--- src/rtl/gpio_in_capture_pkg.sv ---
// gpio_in_capture_pkg: shared widths and limits for the gpio input capture block
package gpio_in_capture_pkg;
  localparam int GPIO_WIDTH = 8;
  localparam int SYNC_STAGES_MIN = 2;
  typedef logic [GPIO_WIDTH-1:0] gpio_vec_t;
endpackage

--- src/rtl/gpio_in_capture_if.sv ---
// gpio_in_capture_if: pin, event-control and status signals between register bank and capture block
interface gpio_in_capture_if
  import gpio_in_capture_pkg::*;
#(
  parameter int WIDTH = GPIO_WIDTH
);
  logic [WIDTH-1:0] gpio_i;
  logic [WIDTH-1:0] rise_en;
  logic [WIDTH-1:0] fall_en;
  logic [WIDTH-1:0] irq_mask;
  logic             clr_valid;
  logic [WIDTH-1:0] clr_bits;
  logic [WIDTH-1:0] data_o;
  logic [WIDTH-1:0] status_o;
  logic             irq_o;
  modport master (
    output gpio_i, rise_en, fall_en, irq_mask, clr_valid, clr_bits,
    input  data_o, status_o, irq_o
  );
  modport slave (
    input  gpio_i, rise_en, fall_en, irq_mask, clr_valid, clr_bits,
    output data_o, status_o, irq_o
  );
endinterface

--- src/rtl/gpio_in_capture_debounce.sv ---
// gpio_debounce_bit: synchronizes one pin, accepts a new level after DB_CYCLES stable cycles, pulses on edges
module gpio_debounce_bit
  import gpio_in_capture_pkg::*;
#(
  parameter int SYNC_STAGES = 2,
  parameter int DB_CYCLES   = 4
) (
  input  logic clk,
  input  logic rst_n,
  input  logic pin,
  output logic level,
  output logic rise,
  output logic fall
);
  localparam int STAGES = SYNC_STAGES < SYNC_STAGES_MIN ? SYNC_STAGES_MIN : SYNC_STAGES;
  localparam int CW = $clog2(DB_CYCLES + 1);
  logic [STAGES-1:0] sync;
  logic [CW-1:0]     cnt;
  logic              sync_q;
  logic              flip;
  assign sync_q = sync[STAGES-1];
  assign flip   = (sync_q != level) && (cnt == CW'(DB_CYCLES - 1));
  assign rise   = flip & sync_q;
  assign fall   = flip & ~sync_q;
  always_ff @(posedge clk) begin
    if (!rst_n) begin
      sync  <= '0;
      cnt   <= '0;
      level <= 1'b0;
    end else begin
      sync  <= {sync[STAGES-2:0], pin};
      cnt   <= (sync_q == level || flip) ? '0 : cnt + 1'b1;
      level <= flip ? sync_q : level;
    end
  end
endmodule

--- src/rtl/gpio_in_capture.sv ---
// gpio_in_capture: debounced gpio inputs with sticky edge status, write-1-to-clear and maskable irq
module gpio_in_capture
  import gpio_in_capture_pkg::*;
#(
  parameter int WIDTH       = GPIO_WIDTH,
  parameter int SYNC_STAGES = 2,
  parameter int DB_CYCLES   = 4
) (
  input logic              clk,
  input logic              rst_n,
  gpio_in_capture_if.slave io
);
  logic [WIDTH-1:0] data;
  logic [WIDTH-1:0] rise;
  logic [WIDTH-1:0] fall;
  logic [WIDTH-1:0] status;
  logic             irq;
  for (genvar i = 0; i < WIDTH; i++) begin : g_bit
    gpio_debounce_bit #(
      .SYNC_STAGES(SYNC_STAGES),
      .DB_CYCLES  (DB_CYCLES)
    ) u_bit (
      .clk  (clk),
      .rst_n(rst_n),
      .pin  (io.gpio_i[i]),
      .level(data[i]),
      .rise (rise[i]),
      .fall (fall[i])
    );
  end
  // new events are ORed in after the clear so a same-cycle set always survives
  always_ff @(posedge clk) begin
    if (!rst_n) begin
      status <= '0;
      irq    <= 1'b0;
    end else begin
      status <= (status & ~(io.clr_valid ? io.clr_bits : '0)) | (rise & io.rise_en) | (fall & io.fall_en);
      irq    <= |(status & io.irq_mask);
    end
  end
  assign io.data_o   = data;
  assign io.status_o = status;
  assign io.irq_o    = irq;
endmodule
--- src/flat_wrapper.sv ---
// flat-port wrapper written by rule: the top's interface ports become plain ports
module gpio_in_capture_flat import gpio_in_capture_pkg::*;
#(
  parameter int WIDTH       = GPIO_WIDTH,
  parameter int SYNC_STAGES = 2,
  parameter int DB_CYCLES   = 4
)
  (clk, rst_n, io_gpio_i, io_rise_en, io_fall_en, io_irq_mask, io_clr_valid, io_clr_bits, io_data_o, io_status_o, io_irq_o);
  gpio_in_capture_if #(.WIDTH(WIDTH)) io_i ();
  input logic clk;
  input logic rst_n;
  input wire logic [$bits(io_i.gpio_i)-1:0] io_gpio_i;
  input wire logic [$bits(io_i.rise_en)-1:0] io_rise_en;
  input wire logic [$bits(io_i.fall_en)-1:0] io_fall_en;
  input wire logic [$bits(io_i.irq_mask)-1:0] io_irq_mask;
  input wire logic [$bits(io_i.clr_valid)-1:0] io_clr_valid;
  input wire logic [$bits(io_i.clr_bits)-1:0] io_clr_bits;
  output wire logic [$bits(io_i.data_o)-1:0] io_data_o;
  output wire logic [$bits(io_i.status_o)-1:0] io_status_o;
  output wire logic [$bits(io_i.irq_o)-1:0] io_irq_o;
  assign io_i.gpio_i = io_gpio_i;
  assign io_i.rise_en = io_rise_en;
  assign io_i.fall_en = io_fall_en;
  assign io_i.irq_mask = io_irq_mask;
  assign io_i.clr_valid = io_clr_valid;
  assign io_i.clr_bits = io_clr_bits;
  assign io_data_o = io_i.data_o;
  assign io_status_o = io_i.status_o;
  assign io_irq_o = io_i.irq_o;
  gpio_in_capture #(.WIDTH(WIDTH), .SYNC_STAGES(SYNC_STAGES), .DB_CYCLES(DB_CYCLES)) u_core (.clk(clk), .rst_n(rst_n), .io(io_i));
endmodule
--- config.mk ---
export PLATFORM = sky130hd
export DESIGN_NAME = gpio_in_capture_flat
export DESIGN_NICKNAME = d
export VERILOG_FILES = /design/src/rtl/gpio_in_capture_pkg.sv /design/src/rtl/gpio_in_capture_if.sv /design/src/rtl/gpio_in_capture_debounce.sv /design/src/rtl/gpio_in_capture.sv /design/src/flat_wrapper.sv
export SDC_FILE = /design/constraint.sdc
export NUM_CORES = 1
export LEC_CHECK = 0
export ABC_AREA = 0
export BUFFER_PORTS_ARGS = -buffer_cell sky130_fd_sc_hd__buf_2
export CORE_MARGIN = 2
export CORE_UTILIZATION = 34
export DETAILED_ROUTE_END_ITERATION = 10
export PLACE_DENSITY_LB_ADDON = 0.2
export SLEW_MARGIN = 15
export SYNTH_ARGS = -nofsm -noshare
export SYNTH_HDL_FRONTEND = slang
export SYNTH_HIERARCHICAL = 1
export SYNTH_SLANG_ARGS = --single-unit
--- constraint.sdc ---
create_clock -name clk -period 2.9 [get_ports clk]
set_input_delay 0.435 -clock clk [delete_from_list [all_inputs] [get_ports clk]]
set_output_delay 0.435 -clock clk [all_outputs]
set_load 0.1 [all_outputs]
-- After elaboration in Yosys (flattened, before gate mapping)
Index checks and enable logic that the tools add are counted.
- logic and storage cells: 116
- bits of input ports: 43
- output and inout port bits: 17
- register bits: 57
- reductions and logical operators: 25
- multiplexer cells: 1
- bitwise operators: 32
- $add $sub $neg: 8
- eq/ne operators: 24
- operator list (cell ; number):
    $and A8 B8 Y8 ; 4
    $add A3 B1 Y3 const B ; 8
    $eq A3 B2 Y1 const B ; 8
    $and A1 B1 Y1 ; 16
    $or A8 B8 Y8 ; 2
    $reduce_or A2 Y1 ; 8
    $not A1 Y1 ; 9
    $eq A1 B1 Y1 ; 8
    $logic_and A1 B1 Y1 ; 8
    $logic_or A1 B1 Y1 ; 8
    $mux W8 ; 1
    $ne A1 B1 Y1 ; 8
    $not A8 Y8 ; 1
    $reduce_or A8 Y1 ; 1

-- Logic depth before layout (Yosys ltp)
Gate-level depths: netlist of run 1.
- word-level depth: 6
- depth in mapped cells: 6

-- Cells and area by module
Netlist of run 1, hierarchy kept.
- modules (own cells, without submodules) (module ; area each (µm²) ; cells an instance ; instances):
    gpio_debounce_bit ; 231.5 ; 20 ; 8
    gpio_in_capture ; 414.1 ; 40 ; 1

-- Worst setup path after synthesis of run 1
OpenSTA, ideal clock, no wires.
- kind: register to register
- from: reg u_core.g_bit[0].u_bit.level
- to: reg u_core.g_bit[0].u_bit.cnt[1]
- stages on the path, launching flop included: 3
- data arrival time: 1459 ps
- setup time: 117 ps
- slack: 1324 ps
- period minus slack after synthesis: 1576 ps
- cells stage by stage: dfxtp_1 > xnor2_1 > and4bb_2
- longest elaborated chain between the ends: 4
- elaborated cells on any way between the ends: 5
- those cells by class: eq/ne: 2; reduce/logical: 3
- ends and longest elaborated chain (element ; RTL line ; text):
    from (decl) ; gpio_in_capture_debounce.sv:11 ; output logic level,
    from (signal assigned) ; gpio_in_capture_debounce.sv:33 ; level <= flip ? sync_q : level;
    $ne A1 B1 Y1 ; gpio_in_capture_debounce.sv:22 ; assign flip = (sync_q != level) && (cnt == CW'(DB_CYCLES - 1));
    $logic_and A1 B1 Y1 ; gpio_in_capture_debounce.sv:22 ;
    $logic_or A1 B1 Y1 * ; gpio_in_capture_debounce.sv:32 ; cnt <= (sync_q == level || flip) ? '0 : cnt + 1'b1;
    $reduce_or A2 Y1 (no source line) * ; - ;
    to (signal assigned) ; gpio_in_capture_debounce.sv:32 ;
    to (decl) ; gpio_in_capture_debounce.sv:18 ; logic [CW-1:0] cnt;
Every way passes the cells marked *; elsewhere a longest branch is shown, timed or not.
A chain may end at the register's enable or synchronous reset.

-- Worst setup path after layout of run 1
- from: reg u_core.g_bit[3].u_bit.level
- to: out io_data_o[3]
- RTL lines (element ; RTL line ; text):
    from (decl) ; gpio_in_capture_debounce.sv:11 ;
    from (signal assigned) ; gpio_in_capture_debounce.sv:33 ;
    to (decl) ; flat_wrapper.sv:18 ; output wire logic [$bits(io_i.data_o)-1:0] io_data_o;
No word-level cell between the ends.

==> results of run 1 <==
-- worst max path at each step --
stage / slack (ns) / start / to
global route: 1.21 / u_core/g_bit[6].u_bit/level / io_data_o[6]
global placement: 1.29 / rst_n / u_core/io.irq_o
detailed placement: 1.25 / rst_n / u_core/io.irq_o
CTS: 1.26 / u_core/g_bit[5].u_bit/level / io_data_o[5]
floorplan: 1.32 / u_core/g_bit[0].u_bit/level / u_core/g_bit[0].u_bit/cnt[1]
finish: 1.28 / u_core/g_bit[3].u_bit/level / io_data_o[3]
-- power by group through the flow --
stage / Sequential (mW) / Combinational (mW) / Clock, mW
5_1_grt: 0.804 / 0.0707 / 0.705
6_report: 0.803 / 0.0626 / 0.635
3_5_place_dp: 0.820 / 0.0639 / 0
2_1_floorplan: 0.819 / 0.0242 / 0
4_1_cts: 0.803 / 0.0643 / 0.667
3_3_place_gp: 0.820 / 0.0633 / 0
-- registers in the layout (all words and copies together) (netlist names) --
signal                    cells
u_core/g_bit.u_bit/level      8
u_core/io.irq_o               1
u_core/io.status_o            8
u_core/g_bit.u_bit/cnt       24
u_core/g_bit.u_bit/sync      16
-- metal layers --
layer,global-route usage (%),vias up,share of wire [%]
met4,5.19,0,1.6
met1,15.8,740,47
li1,-,864,-
met3,7.12,6,6.0
met2,19.4,34,46
met5,0,-,0
-- layout make-up --
| cell class | count | area (um^2) |
|---|---|---|
| timing repair buffer | 60 | 303 |
| tap | 77 | 96.3 |
| clock inverter | 3 | 15.0 |
| fill | 632 | 3560 |
| clock buffer | 13 | 159 |
| inverter | 9 | 33.8 |
| multi-input combinational | 133 | 1080 |
| sequential | 57 | 1140 |
-- Yosys cell counts --
cell type	number	area, um^2
nor2_1	8	30.0
dfxtp_1	57	1140
or2b_1	8	60.1
clkinv_1	1	3.75
a21bo_1	8	80.1
a22oi_1	12	90.1
a21oi_1	8	40.0
a21boi_0	8	60.1
and4bb_2	8	100
and3b_1	8	70.1
nand2_1	8	30.0
ha_1	16	200
and2_1	16	100
buf_6	1	11.3
inv_1	8	30.0
nor4b_1	16	140
xnor2_1	8	70.1
a41oi_1	1	8.76
-- per-stage QoR --
stage                     cells  hold WS [ns]
after detailed placement    336         0.418
after global placement      336         0.414
after global routing        352         0.289
final                       352         0.313
after floorplan             200         0.407
after CTS                   352         0.292
-- cell families after synthesis --
kind of cell	count (synthesis)	synth area share (%)
flip-flops	57	50.4
AND/OR/NAND/NOR	72	23.4
XOR/XNOR	8	3.09
AO/OA/AOI/OAI	37	12.3
buffers and inverters	10	1.99
adder cells (fa/ha/maj)	16	8.83
==> flow_metrics.py, run 1 <==
metrics = {
    "run_status": {
        "outcome": "finished, final reports clean",
    },
    "setup_path": {
        "critPathTopFamily": "buffers and inverters",
        "r2r_cells": 5,
        "required_ns": 2.47,
        "cp.arrival_ns": 1.18,
        "path_depth": 1,
        "path_cells": "buf_2",
        "r2r-end": "u_core/io.status_o[6]",
        "slowest_delay_ns": 0.46,
        "rrSetupSlack_ns": 1.54,
        "start_kind": "register",
        "slowest_stage": "buf_2",
        "rr_startpoint": "u_core/g_bit[6].u_bit/cnt[0]",
        "path_class": "reg2out",
        "path_max_fanout": 5,
        "end_kind": "output port",
        "path_buf_inv": 1,
    },
    "clocking": {
        "cts_root_buf": "clkbuf_8",
        "clockBufferDepth": 2,
        "numCtsBuffers": 9,
        "postCtsResizedCells": 0,
        "postCtsSetupRepairBufs": 0,
        "cts_tree": "yes",
        "insertion_delay_ns": 0.32,
        "htree_levels": 3,
        "cts_sinks": 57,
        "cts_hold_buf": 0,
        "path_clk_slew_ns": 0.06,
    },
    "sta": {
        "finalCritPeriodShare_pct": 55.7,
        "finalCriticalPeriod_ns": 1.62,
        "hold_viol_final": 0,
        "fmax_mhz": 619,
        "setup_ws_ns": 1.28,
        "finalSetupTns_ns": 0,
        "tightest_slew_ns": 0.497,
        "finalSetupViolCount": 0,
        "slew_viol_final": 0,
        "relSlewSlack_pct": 67.1,
        "skew_ns": 0.00461,
        "rsz0062_at_grt": "no",
    },
    "final_layout": {
        "design_area_mm2": 0.00283,
        "synthToLayoutAreaGrowth_pct": 24.8,
        "final_core_util_pct": 44.3,
        "diodes": 0,
        "fin_nets": 329,
        "drive_gt1_share_pct": 29.8,
        "final_cell_mix": "buf_2 (59), dfxtp_1 (57), nor4b_1 (16), and2_1 (16), ha_1 (16)",
        "final_common_cell": "buf_2",
    },
    "floorplan": {
        "rows": 29,
        "die_h_um": 85.6,
        "coreArea_mm2": 0.00639,
        "ioPinCount": 60,
        "die-width_um": 85.6,
        "dieArea_mm2": 0.00733,
        "start_util_pct": 35.5,
    },
    "placement": {
        "dpl_cell_area_mm2": 0.00265,
        "preCtsSetupSlack_ns": 1.25,
        "gp_congestion": 0.682,
        "dp_hpwl_um": 3090,
        "io_buffer_count": 59,
    },
    "logic_synthesis": {
        "synth_area_mm2": 0.00227,
        "ys_seq_area_share_pct": 50.4,
        "ys_warn_count": 6,
        "synth.avg_cell_area_um2": 11.3,
        "postSynthCellCount": 200,
        "synth_nets": 259,
        "synth_cell_types": 18,
        "synth-seq-cells": 57,
    },
    "power_and_ir_drop": {
        "p_total_mw": 1.50,
        "switchingPower_mw": 0.315,
        "switching_share_pct": 21.0,
        "p_leak_nw": 1.22,
        "combPwrFrac_pct": 4.2,
        "powerDensity_mw_per_mm2": 531,
        "vdd_ir_drop_max_v": 0.000329,
        "seqPwrFrac_pct": 53.5,
        "p_int_mw": 1.19,
        "p_clk_share_pct": 42.3,
    },
    "worst_hold_path": {
        "holdPathStages": 2,
        "hp-class": "in2reg",
        "hp-start": "io_gpio_i[4]",
        "whs_endpoint": "u_core/g_bit[4].u_bit/sync[0]",
    },
    "routing": {
        "vias": 1644,
        "ant_nets": 0,
        "drt-vias-per-instance": 4.67,
        "drt_iter0_markers": 43,
        "drc": 0,
        "wl_per_cell_um": 12.1,
        "wirelength_um": 4260,
        "dr.pass1.iters": 4,
    },
    "grt": {
        "overflow": 0,
        "grt_pass1_vias": 1563,
        "grt_pass1_wl_um": 7220,
        "track_usage_pct": 13.1,
        "antenna_found_initial": 0,
        "grt_start_max_net_pins": 50,
    },
    "job": {
        "drv_cap": 0,
    },
}
Note: power is estimated with default switching activity, not from simulation.
==> run 2: changes to the inputs <==
==> constraint.sdc (replaced) <==
create_clock -name clk -period 1.4 [get_ports clk]
set_input_delay 0.21 -clock clk [delete_from_list [all_inputs] [get_ports clk]]
set_output_delay 0.21 -clock clk [all_outputs]
set_load 0.1 [all_outputs]
==> flow_metrics.py, run 2 (synthesis gave the netlist of run 1 again) <==
metrics = {
    "setup_path": {
        "rrSetupSlack_ns": 0.10,
        "rr_startpoint": "u_core/g_bit[2].u_bit/cnt[0]",
        "end_kind": "output port",
        "path_cells": "buf_2",
        "crit_path_start": "u_core/io.status_o[3]",
        "cp.arrival_ns": 1.14,
        "start_kind": "register",
        "slowest_stage": "buf_2",
        "required_ns": 1.19,
        "path_max_fanout": 3,
        "slowest_delay_ns": 0.43,
        "path_class": "reg2out",
        "path_buf_inv": 1,
        "critPathTopFamily": "buffers and inverters",
    },
    "clocking": {
        "cts_hold_buf": 0,
        "cts_sinks": 57,
        "htree_levels": 3,
        "postCtsSetupRepairBufs": 0,
        "cts_root_buf": "clkbuf_8",
        "clockBufferDepth": 2,
        "numCtsBuffers": 9,
        "postCtsResizedCells": 0,
        "insertion_delay_ns": 0.34,
        "cts_tree": "yes",
        "path_clk_slew_ns": 0.07,
    },
    "floorplan": {
        "coreArea_mm2": 0.00639,
        "die_h_um": 85.6,
        "start_util_pct": 35.5,
        "die-width_um": 85.6,
        "dieArea_mm2": 0.00733,
        "ioPinCount": 60,
        "rows": 29,
    },
    "sta": {
        "setup_ws_ns": 0.0539,
        "skew_ns": 0.00821,
        "fmax_mhz": 743,
        "finalCritPeriodShare_pct": 96.2,
        "finalSetupTns_ns": 0,
        "whs_ns": 0.0783,
        "slew_viol_final": 0,
        "hold_viol_final": 0,
        "rsz0062_at_grt": "no",
        "finalSetupViolCount": 0,
        "relSlewSlack_pct": 67.4,
        "finalCriticalPeriod_ns": 1.35,
        "tightest_slew_ns": 0.492,
    },
    "routing": {
        "drt_iter0_markers": 61,
        "wirelength_um": 4530,
        "ant_nets": 0,
        "dr.pass1.iters": 4,
        "drt-vias-per-instance": 4.78,
        "vias": 1692,
        "drc": 0,
        "wl_per_cell_um": 12.8,
    },
    "placement": {
        "dpl_cell_area_mm2": 0.00269,
        "io_buffer_count": 59,
        "gp_congestion": 0.715,
        "dp_hpwl_um": 3260,
        "placed_cells": 338,
        "preCtsSetupSlack_ns": 0.0474,
    },
    "final_layout": {
        "drive_gt1_share_pct": 37.2,
        "final_core_util_pct": 45.2,
        "final_common_cell": "buf_2",
        "regMostFlops": "u_core/g_bit.u_bit/cnt",
        "largest_reg_flops": 24,
        "fin_nets": 331,
        "instances_no_fill": 354,
        "design_area_mm2": 0.00289,
        "synthToLayoutAreaGrowth_pct": 27.5,
        "reg.largest.list": "u_core/g_bit.u_bit/cnt: 24 flops, u_core/g_bit.u_bit/sync: 16 flops",
        "final_cell_mix": "buf_2 (59), dfxtp_1 (41), nor4b_1 (16), and2_1 (16), dfxtp_2 (16)",
        "diodes": 0,
        "num-fill-cells": 641,
    },
    "grt": {
        "grt_pass1_wl_um": 7260,
        "track_usage_pct": 13.1,
        "grt_pass1_vias": 1627,
        "overflow": 0,
        "grt_start_max_net_pins": 23,
        "antenna_found_initial": 0,
    },
    "power_and_ir_drop": {
        "p_total_mw": 3.25,
        "powerDensity_mw_per_mm2": 1120,
        "vdd_ir_drop_max_v": 0.000650,
        "p_leak_nw": 1.25,
    },
    "worst_hold_path": {
        "hp-start": "io_gpio_i[0]",
        "hp-class": "in2reg",
    },
    "job": {
        "drv_cap": 0,
    },
    "run_status": {
        "outcome": "finished, final reports clean",
    },
}
## run 2: cell types whose count changed in the layout (fill, tap and decap cells not counted)
cell      previous run  this run
dfxtp_2              0        16
clkbuf_1             2         1
ha_1                16        15
buf_4                1         3
clkbuf_8            11        13
dfxtp_1             57        41
a22oi_1             12        11
a22oi_2              0         1
ha_2                 0         1
clkinv_2             3         2
## run 2: worst paths after layout
check | end | cells after the start
max | io_status_o[3] | 1
min | u_core/g_bit[0].u_bit/sync[0] | 2
max reg2reg | u_core/io.status_o[2] | 5
min reg2reg | u_core/g_bit[1].u_bit/cnt[0] | 1
## run 2: cell type report
class	instances	area, um^2	share of cell area (%)
clock buffers	14	183	6.32
inverters	9	33.8	1.17
clock inverters	2	10.0	0.346
flip-flops and latches	57	1160	40.2
multi-input cells	133	1090	37.6
repair buffers	62	318	11.0
well taps	77	96.3	3.33
## run 2: metal layers
metal	GRT usage, %	vias to the layer above	part of all wire, %
li1	-	868	-
met1	15.8	775	49
met2	19.9	39	43
met3	5.00	10	5.6
met4	7.36	0	2.3
met5	0	-	0
## run 2: report_power, final
group          internal, mW  leakage, nW  switching (mW)  total, mW
Clock                 0.830        0.102           0.615       1.45
Sequential             1.65        0.471          0.0131       1.66
Combinational        0.0790        0.672          0.0588      0.138
Total                  2.56         1.25           0.687       3.25
